--- src/rtl/orb_bank_ctrl_pkg.sv ---
// orb_bank_pkg: shared types and defaults for the Orbita frame-buffer
// ping-pong bank controller.
//   state_e   - controller FSM states
//   BANK0/1   - bank index constants (also the rd_sel encoding)
//   *_DEF     - default widths / read latency
package orb_bank_pkg;

  typedef enum logic [1:0] {
    ST_WAIT      = 2'd0,  // writer filling wr_bank
    ST_HELD      = 2'd1,  // wr_bank holds a complete frame, waiting for swap
    ST_DROP      = 2'd2,  // incoming frame discarded, no swap seen yet
    ST_DROP_FREE = 2'd3   // swapped, but tail of the discarded frame still masked
  } state_e;

  localparam logic BANK0 = 1'b0;
  localparam logic BANK1 = 1'b1;

  localparam int ADDR_W_DEF = 11;
  localparam int CNT_W_DEF  = 8;
  localparam int RD_LAT_DEF = 2;

endpackage

--- src/rtl/orb_bank_ctrl_if.sv ---
// orb_bank_ctrl_if: packer/reader/RAM-side signals of the bank controller.
//   master - packer + reader + RAM side (drives strobes, observes RAM ports)
//   slave  - the controller itself
interface orb_bank_ctrl_if
  import orb_bank_pkg::*;
#(
  parameter int ADDR_W = ADDR_W_DEF,
  parameter int CNT_W  = CNT_W_DEF
);
  // packer side
  logic              wr_en;
  logic [ADDR_W-1:0] wr_addr;
  logic              wr_frame_done;
  // reader side
  logic              rd_en;
  logic [ADDR_W-1:0] rd_addr;
  logic              rd_frame_start;
  // RAM bank ports
  logic              ram0_wren,   ram1_wren;
  logic [ADDR_W-1:0] ram0_wraddr, ram1_wraddr;
  logic              ram0_rden,   ram1_rden;
  logic [ADDR_W-1:0] ram0_rdaddr, ram1_rdaddr;
  // status
  logic              rd_sel;
  logic              wr_bank;
  logic              frame_ready;
  logic [CNT_W-1:0]  overrun_cnt;
  logic [CNT_W-1:0]  underrun_cnt;

  modport master (
    output wr_en, wr_addr, wr_frame_done, rd_en, rd_addr, rd_frame_start,
    input  ram0_wren, ram1_wren, ram0_wraddr, ram1_wraddr,
           ram0_rden, ram1_rden, ram0_rdaddr, ram1_rdaddr,
           rd_sel, wr_bank, frame_ready, overrun_cnt, underrun_cnt
  );

  modport slave (
    input  wr_en, wr_addr, wr_frame_done, rd_en, rd_addr, rd_frame_start,
    output ram0_wren, ram1_wren, ram0_wraddr, ram1_wraddr,
           ram0_rden, ram1_rden, ram0_rdaddr, ram1_rdaddr,
           rd_sel, wr_bank, frame_ready, overrun_cnt, underrun_cnt
  );
endinterface

--- src/rtl/orb_bank_ctrl_sat_counter.sv ---
// sat_counter: up-counter that sticks at all-ones.
//   clk, rst_n - clock, async active-low reset (clears to 0)
//   inc_i      - count enable
//   cnt_o      - current count
module sat_counter #(
  parameter int W = 8
) (
  input  logic         clk,
  input  logic         rst_n,
  input  logic         inc_i,
  output logic [W-1:0] cnt_o
);
  logic [W-1:0] cnt_q, cnt_d;

  always_comb begin
    cnt_d = cnt_q;
    if (inc_i && (cnt_q != {W{1'b1}})) cnt_d = cnt_q + 1'b1;
  end

  always_ff @(posedge clk or negedge rst_n) begin
    if (!rst_n) cnt_q <= '0;
    else        cnt_q <= cnt_d;
  end

  assign cnt_o = cnt_q;
endmodule

--- src/rtl/orb_bank_ctrl.sv ---
// orb_bank_ctrl: ping-pong controller for the two Orbita frame RAM banks.
//   clk  - system clock
//   rst  - asynchronous active-low reset
//   bus  - packer strobes in, reader strobes in, per-bank RAM ports out
//          (registered), rd_sel q-mux select, wr_bank, frame_ready and
//          saturating overrun/underrun counters.
// Writer and reader always target opposite banks; banks swap only on a
// reader frame start while a complete frame is waiting.
module orb_bank_ctrl
  import orb_bank_pkg::*;
#(
  parameter int ADDR_W = ADDR_W_DEF,
  parameter int CNT_W  = CNT_W_DEF,
  parameter int RD_LAT = RD_LAT_DEF
) (
  input  logic           clk,
  input  logic           rst,
  orb_bank_ctrl_if.slave bus
);

  state_e state_q, state_d;
  logic   rd_bank_q;
  logic   swap, mask, ovr_inc, und_inc;
  logic   rd_bank_eff, wr_bank_eff, wr_go;
  logic [1:0] wsel, rsel;

  logic [1:0]             wren_q, rden_q;
  logic [1:0][ADDR_W-1:0] wraddr_q, rdaddr_q;
  logic [RD_LAT-1:0]      sel_pipe_q;

  // Next state / event decode. Priority inside each state resolves the
  // simultaneous-pulse cases: a reader frame start always wins the swap.
  always_comb begin
    state_d = state_q;
    swap    = 1'b0;
    mask    = 1'b0;
    ovr_inc = 1'b0;
    und_inc = 1'b0;
    unique case (state_q)
      ST_WAIT: begin
        if (bus.wr_frame_done && bus.rd_frame_start) swap = 1'b1;
        else if (bus.wr_frame_done)                  state_d = ST_HELD;
        else if (bus.rd_frame_start)                 und_inc = 1'b1;
      end
      ST_HELD: begin
        if (bus.rd_frame_start) begin
          swap    = 1'b1;
          state_d = ST_WAIT;
        end else if (bus.wr_frame_done) begin
          // a frame finished while one is still held: it is lost
          ovr_inc = 1'b1;
          mask    = 1'b1;
        end else if (bus.wr_en) begin
          mask    = 1'b1;
          state_d = ST_DROP;
        end
      end
      ST_DROP: begin
        mask = 1'b1;
        if (bus.wr_frame_done && bus.rd_frame_start) begin
          ovr_inc = 1'b1;
          swap    = 1'b1;
          state_d = ST_WAIT;
        end else if (bus.wr_frame_done) begin
          ovr_inc = 1'b1;
          state_d = ST_HELD;
        end else if (bus.rd_frame_start) begin
          swap    = 1'b1;
          state_d = ST_DROP_FREE;
        end
      end
      ST_DROP_FREE: begin
        mask = 1'b1;
        if (bus.wr_frame_done) begin
          ovr_inc = 1'b1;
          state_d = ST_WAIT;
        end
        // nothing new was captured, so the reader repeats its frame
        if (bus.rd_frame_start) und_inc = 1'b1;
      end
      default: state_d = ST_WAIT;
    endcase
  end

  // Steering uses the post-swap banks of this cycle so the first beat
  // after a swap already lands in the new bank.
  assign rd_bank_eff = rd_bank_q ^ swap;
  assign wr_bank_eff = ~rd_bank_eff;
  assign wr_go       = bus.wr_en & ~mask;
  assign wsel        = wr_go      ? ((wr_bank_eff == BANK1) ? 2'b10 : 2'b01) : 2'b00;
  assign rsel        = bus.rd_en  ? ((rd_bank_eff == BANK1) ? 2'b10 : 2'b01) : 2'b00;

  always_ff @(posedge clk or negedge rst) begin
    if (!rst) begin
      state_q    <= ST_WAIT;
      rd_bank_q  <= BANK0;
      wren_q     <= '0;
      rden_q     <= '0;
      wraddr_q   <= '0;
      rdaddr_q   <= '0;
      sel_pipe_q <= '0;
    end else begin
      state_q   <= state_d;
      rd_bank_q <= rd_bank_eff;
      wren_q    <= wsel;
      rden_q    <= rsel;
      for (int b = 0; b < 2; b++) begin
        if (wsel[b]) wraddr_q[b] <= bus.wr_addr;
        if (rsel[b]) rdaddr_q[b] <= bus.rd_addr;
      end
      // rd_sel follows the bank each read was issued to, RD_LAT cycles
      // later, so q from the old bank is still muxed correctly after a swap
      sel_pipe_q[0] <= rd_bank_eff;
      for (int i = 1; i < RD_LAT; i++) sel_pipe_q[i] <= sel_pipe_q[i-1];
    end
  end

  sat_counter #(.W(CNT_W)) u_ovr_cnt (
    .clk  (clk),
    .rst_n(rst),
    .inc_i(ovr_inc),
    .cnt_o(bus.overrun_cnt)
  );

  sat_counter #(.W(CNT_W)) u_und_cnt (
    .clk  (clk),
    .rst_n(rst),
    .inc_i(und_inc),
    .cnt_o(bus.underrun_cnt)
  );

  assign bus.ram0_wren   = wren_q[0];
  assign bus.ram1_wren   = wren_q[1];
  assign bus.ram0_wraddr = wraddr_q[0];
  assign bus.ram1_wraddr = wraddr_q[1];
  assign bus.ram0_rden   = rden_q[0];
  assign bus.ram1_rden   = rden_q[1];
  assign bus.ram0_rdaddr = rdaddr_q[0];
  assign bus.ram1_rdaddr = rdaddr_q[1];
  assign bus.rd_sel      = sel_pipe_q[RD_LAT-1];
  assign bus.wr_bank     = ~rd_bank_q;
  assign bus.frame_ready = (state_q == ST_HELD) || (state_q == ST_DROP);

endmodule

--- src/flat_wrapper.sv ---
// flat-port wrapper written by rule: the top's interface ports become plain ports
module orb_bank_ctrl_flat import orb_bank_pkg::*;
#(
  parameter int ADDR_W = ADDR_W_DEF,
  parameter int CNT_W  = CNT_W_DEF,
  parameter int RD_LAT = RD_LAT_DEF
)
  (clk, rst, bus_wr_en, bus_wr_addr, bus_wr_frame_done, bus_rd_en, bus_rd_addr, bus_rd_frame_start, bus_ram0_wren, bus_ram1_wren, bus_ram0_wraddr, bus_ram1_wraddr, bus_ram0_rden, bus_ram1_rden, bus_ram0_rdaddr, bus_ram1_rdaddr, bus_rd_sel, bus_wr_bank, bus_frame_ready, bus_overrun_cnt, bus_underrun_cnt);
  orb_bank_ctrl_if #(.ADDR_W(ADDR_W), .CNT_W(CNT_W)) bus_i ();
  input  logic clk;
  input  logic rst;
  input wire logic [$bits(bus_i.wr_en)-1:0] bus_wr_en;
  input wire logic [$bits(bus_i.wr_addr)-1:0] bus_wr_addr;
  input wire logic [$bits(bus_i.wr_frame_done)-1:0] bus_wr_frame_done;
  input wire logic [$bits(bus_i.rd_en)-1:0] bus_rd_en;
  input wire logic [$bits(bus_i.rd_addr)-1:0] bus_rd_addr;
  input wire logic [$bits(bus_i.rd_frame_start)-1:0] bus_rd_frame_start;
  output wire logic [$bits(bus_i.ram0_wren)-1:0] bus_ram0_wren;
  output wire logic [$bits(bus_i.ram1_wren)-1:0] bus_ram1_wren;
  output wire logic [$bits(bus_i.ram0_wraddr)-1:0] bus_ram0_wraddr;
  output wire logic [$bits(bus_i.ram1_wraddr)-1:0] bus_ram1_wraddr;
  output wire logic [$bits(bus_i.ram0_rden)-1:0] bus_ram0_rden;
  output wire logic [$bits(bus_i.ram1_rden)-1:0] bus_ram1_rden;
  output wire logic [$bits(bus_i.ram0_rdaddr)-1:0] bus_ram0_rdaddr;
  output wire logic [$bits(bus_i.ram1_rdaddr)-1:0] bus_ram1_rdaddr;
  output wire logic [$bits(bus_i.rd_sel)-1:0] bus_rd_sel;
  output wire logic [$bits(bus_i.wr_bank)-1:0] bus_wr_bank;
  output wire logic [$bits(bus_i.frame_ready)-1:0] bus_frame_ready;
  output wire logic [$bits(bus_i.overrun_cnt)-1:0] bus_overrun_cnt;
  output wire logic [$bits(bus_i.underrun_cnt)-1:0] bus_underrun_cnt;
  assign bus_i.wr_en = bus_wr_en;
  assign bus_i.wr_addr = bus_wr_addr;
  assign bus_i.wr_frame_done = bus_wr_frame_done;
  assign bus_i.rd_en = bus_rd_en;
  assign bus_i.rd_addr = bus_rd_addr;
  assign bus_i.rd_frame_start = bus_rd_frame_start;
  assign bus_ram0_wren = bus_i.ram0_wren;
  assign bus_ram1_wren = bus_i.ram1_wren;
  assign bus_ram0_wraddr = bus_i.ram0_wraddr;
  assign bus_ram1_wraddr = bus_i.ram1_wraddr;
  assign bus_ram0_rden = bus_i.ram0_rden;
  assign bus_ram1_rden = bus_i.ram1_rden;
  assign bus_ram0_rdaddr = bus_i.ram0_rdaddr;
  assign bus_ram1_rdaddr = bus_i.ram1_rdaddr;
  assign bus_rd_sel = bus_i.rd_sel;
  assign bus_wr_bank = bus_i.wr_bank;
  assign bus_frame_ready = bus_i.frame_ready;
  assign bus_overrun_cnt = bus_i.overrun_cnt;
  assign bus_underrun_cnt = bus_i.underrun_cnt;
  orb_bank_ctrl #(.ADDR_W(ADDR_W), .CNT_W(CNT_W), .RD_LAT(RD_LAT)) u_core (.clk(clk), .rst(rst), .bus(bus_i));
endmodule
--- config.mk ---
export PLATFORM = sky130hd
export DESIGN_NAME = orb_bank_ctrl_flat
export DESIGN_NICKNAME = d
export VERILOG_FILES = /design/src/rtl/orb_bank_ctrl_pkg.sv /design/src/rtl/orb_bank_ctrl_if.sv /design/src/rtl/orb_bank_ctrl_sat_counter.sv /design/src/rtl/orb_bank_ctrl.sv /design/src/flat_wrapper.sv
export SDC_FILE = /design/constraint.sdc
export NUM_CORES = 1
export LEC_CHECK = 0
export ABC_AREA = 0
export CAP_MARGIN = 0
export CORE_MARGIN = 3
export CORE_UTILIZATION = 41
export DETAILED_ROUTE_END_ITERATION = 12
export GPL_TIMING_DRIVEN = 0
export PLACE_DENSITY = 0.73
export REMOVE_ABC_BUFFERS = 1
export SETUP_SLACK_MARGIN = 0.02
export SLEW_MARGIN = 20
export SYNTH_ARGS = -nofsm -noshare
export SYNTH_HDL_FRONTEND = slang
export SYNTH_SLANG_ARGS = --single-unit
--- constraint.sdc ---
create_clock -name clk -period 2.31 [get_ports clk]
set_input_delay 0.3465 -clock clk [delete_from_list [all_inputs] [get_ports clk]]
set_output_delay 0.3465 -clock clk [all_outputs]
set_load 0.005 [all_outputs]
==> metrics.csv <==
metric,value,unit
via_count,2043,
yosysTopAreaCell,dfrtp_1,
dr.pass1.iters,4,
crit_chain,clkdlybuf4s50_1 > a211oi_2 > or3_4 > a211oi_4 > buf_12 > mux2_2,
crit_required,2.52,ns
cts.path.max_buffers,2,
ys_warn_count,0,
cts-root-buf,clkbuf_8,
worst_pin_slew,0.560,ns
dp_hpwl,4480,um
post-place-ws,-0.757,ns
finalCritPeriodShare,0.960,
synth_seq_area_share,0.586,
path_clk_slew,0.07,ns
synth_area_leaders,"dfrtp_1 59%, mux2_2 19%, ha_1 3.0%",
cts_tree,yes,
finalSetupTns,0,ns
rsz0062_at_grt,false,
p_leak,1.78,nW
ys_ff_latch,68,
gp_congestion,0.740,
die_h,90.1,um
drt_first_iter_violations,52,
floorplan.die_area,0.00813,mm2
vias_per_cell,4.89,
die_w,90.1,um
ir_drop,0.000749,V
ys_types,36,
max-slew-margin-rel,0.627,
syn_avg_cell_area,13.6,um2
insertion_delay,0.33,ns
drive_above_1_share,0.239,
start_kind,primary input,
drv_cap,0,
cts_num_sinks,68,
grt_pass1_wl,10800,um
drt.antenna.violating_nets,0,
grt_pass1_vias,2199,
crit_type,in -> reg,
final_cells,418,
syn_inst,213,
antennaDiodeCount,0,
syn_to_final_growth,45.7,%
critPathSlowestCell,clkdlybuf4s50_1,
finalNetCount,352,
htree_levels,3,
hold_viol_final,0,
dp_cells,399,
wl,6270,um
end_kind,register,
initial_core_util,0.425,
fin_ws,0.0919,ns
power_density,1290,mW/mm2
min_period,2.22,ns
skew,0.00482,ns
yosys.area.top_type_share,0.586,
max_stage_delay,0.75,ns
grt_overflow,0,
cts-buffers-inserted,9,
setup_viol,0,
status,"complete, no violations",
fmax,451,MHz
slew_violations,0,
grt_usage,0.165,
num_rows,30,
io_pins,95,
cp.arrival,2.43,ns
critPathMaxFanout,13,
worstHoldPathType,reg -> reg,
grt_max_degree,36,
routedWlPerCell,15.0,um
coreArea,0.00683,mm2
synthesis.area,0.00290,mm2
io_buffers,94,
antenna_found_initial,0,
drc_errors,0,
-- per-layer routing --
layer  vias up  wire (um)  global-route usage  part of all wire
met5         -          0                   0                 0
met1      1008       2540               0.195              0.41
met4         0         80              0.0459             0.013
met2        57       3190               0.276              0.51
li1        970          -                   -                 -
met3         8        458              0.0678             0.073
-- state kept, by name, summed over array words and instances, names as in the netlist --
register and cells:
u_core.sel_pipe_q 2, u_core.state_q 2, u_core.u_und_cnt.cnt_o 8, u_core.bus.ram0_wraddr 11
u_core.bus.ram0_rdaddr 11, u_core.rden_q 2, u_core.u_ovr_cnt.cnt_o 8, u_core.bus.ram1_rdaddr 11
u_core.bus.ram1_wraddr 11, u_core.wren_q 2
-- critical path, delay by kind of cell --
family	cells	cell delay, ns
mux	1	0.33
simple gates	1	0.39
buf+inv	2	0.93
compound gates	2	0.43
-- stage by stage --
step	total power [mW]	util	hold WS (ns)	area, um2
after global routing	5.82	0.619	0.485	4230
final	5.46	0.619	0.459	4230
after detailed placement	4.36	0.578	0.332	3950
after floorplan	2.99	-	0.0509	2870
after CTS	5.53	0.618	0.464	4220
after global placement	4.31	0.576	0.422	3930
-- layout by cell type (no fill, tap or decap), types with 2 or more instances in the layout --
cell / count
inv_1: 10
nand2b_1: 4
a21oi_1: 6
ha_1: 6
a41oi_1: 3
clkinv_2: 3
nor2b_1: 6
mux2_2: 50
xnor2_1: 3
clkbuf_8: 10
mux2_1: 2
dfrtp_1: 68
nand4_1: 8
and4_1: 2
o21ai_0: 3
nand3_1: 6
and2_1: 2
nand2_1: 8
buf_4: 2
clkdlybuf4s50_1: 93
bufinv_16: 2
buf_12: 2
a31oi_1: 3
-- cells by family after synthesis --
logic type / after synthesis / share of synthesized area
flops: 68 / 0.586
mux: 52 / 0.202
simple gates: 42 / 0.0849
compound gates: 25 / 0.0616
buf+inv: 15 / 0.0233
fa+ha+maj: 7 / 0.0302
xor+xnor: 4 / 0.0121
-- worst paths after layout --
path,startpoint,end,slack [ns],depth (start not counted)
setup / recovery,bus_wr_frame_done,u_core.bus.ram0_wraddr[3],0.09,6
hold / removal,u_core.sel_pipe_q[0],u_core.sel_pipe_q[1],0.46,0
setup reg to reg,u_core.state_q[1],u_core.bus.ram0_wraddr[3],0.10,7
hold reg to reg,u_core.sel_pipe_q[0],u_core.sel_pipe_q[1],0.46,0
max in group asynchronous,rst,u_core.bus.ram0_wraddr[1],1.26,3
min in group asynchronous,rst,u_core.u_und_cnt.cnt_o[5],0.51,2
-- cell usage after synthesis (all sizes together) --
library cell / count
nand2: 8
mux2: 52
nand4b: 1
o21ai: 4
and2: 2
nor3b: 1
o2111a: 1
a31oi: 3
o21a: 1
a21o: 1
a21bo: 1
and4: 2
a211oi: 2
nor2b: 6
and3: 2
clkbuf: 1
nand3: 6
a311oi: 1
a22o: 1
a41oi: 3
a21oi: 6
ha: 7
xnor2: 3
dfrtp: 68
inv: 10
nand4: 8
o21ba: 1
nor2: 1
or3: 1
xor2: 1
nand2b: 4
buf: 4
-- power by group --
group          switching (mW)  internal, mW
sequential              0.306          1.72
combinational           0.811          1.56
clock                   0.433         0.633
-- layout make-up --
cell class / count / area (um2)
well taps: 96 / 120
inverters: 10 / 37.5
clock inverters: 5 / 75.1
flip-flops and latches: 68 / 1700
repair buffers: 98 / 996
fillers: 571 / 2600
clock buffers: 11 / 141
multi-input cells: 130 / 1160
-- timing repair --
item,4_1_cts,5_1_grt
endpoints found under the hold margin,34,0
gates resized for setup,4,2
pin swaps,2,0
setup endpoints to repair,35,42
hold buffers,1,0
setup buffers,2,0
No activity file was read; power rests on OpenSTA's default activity.
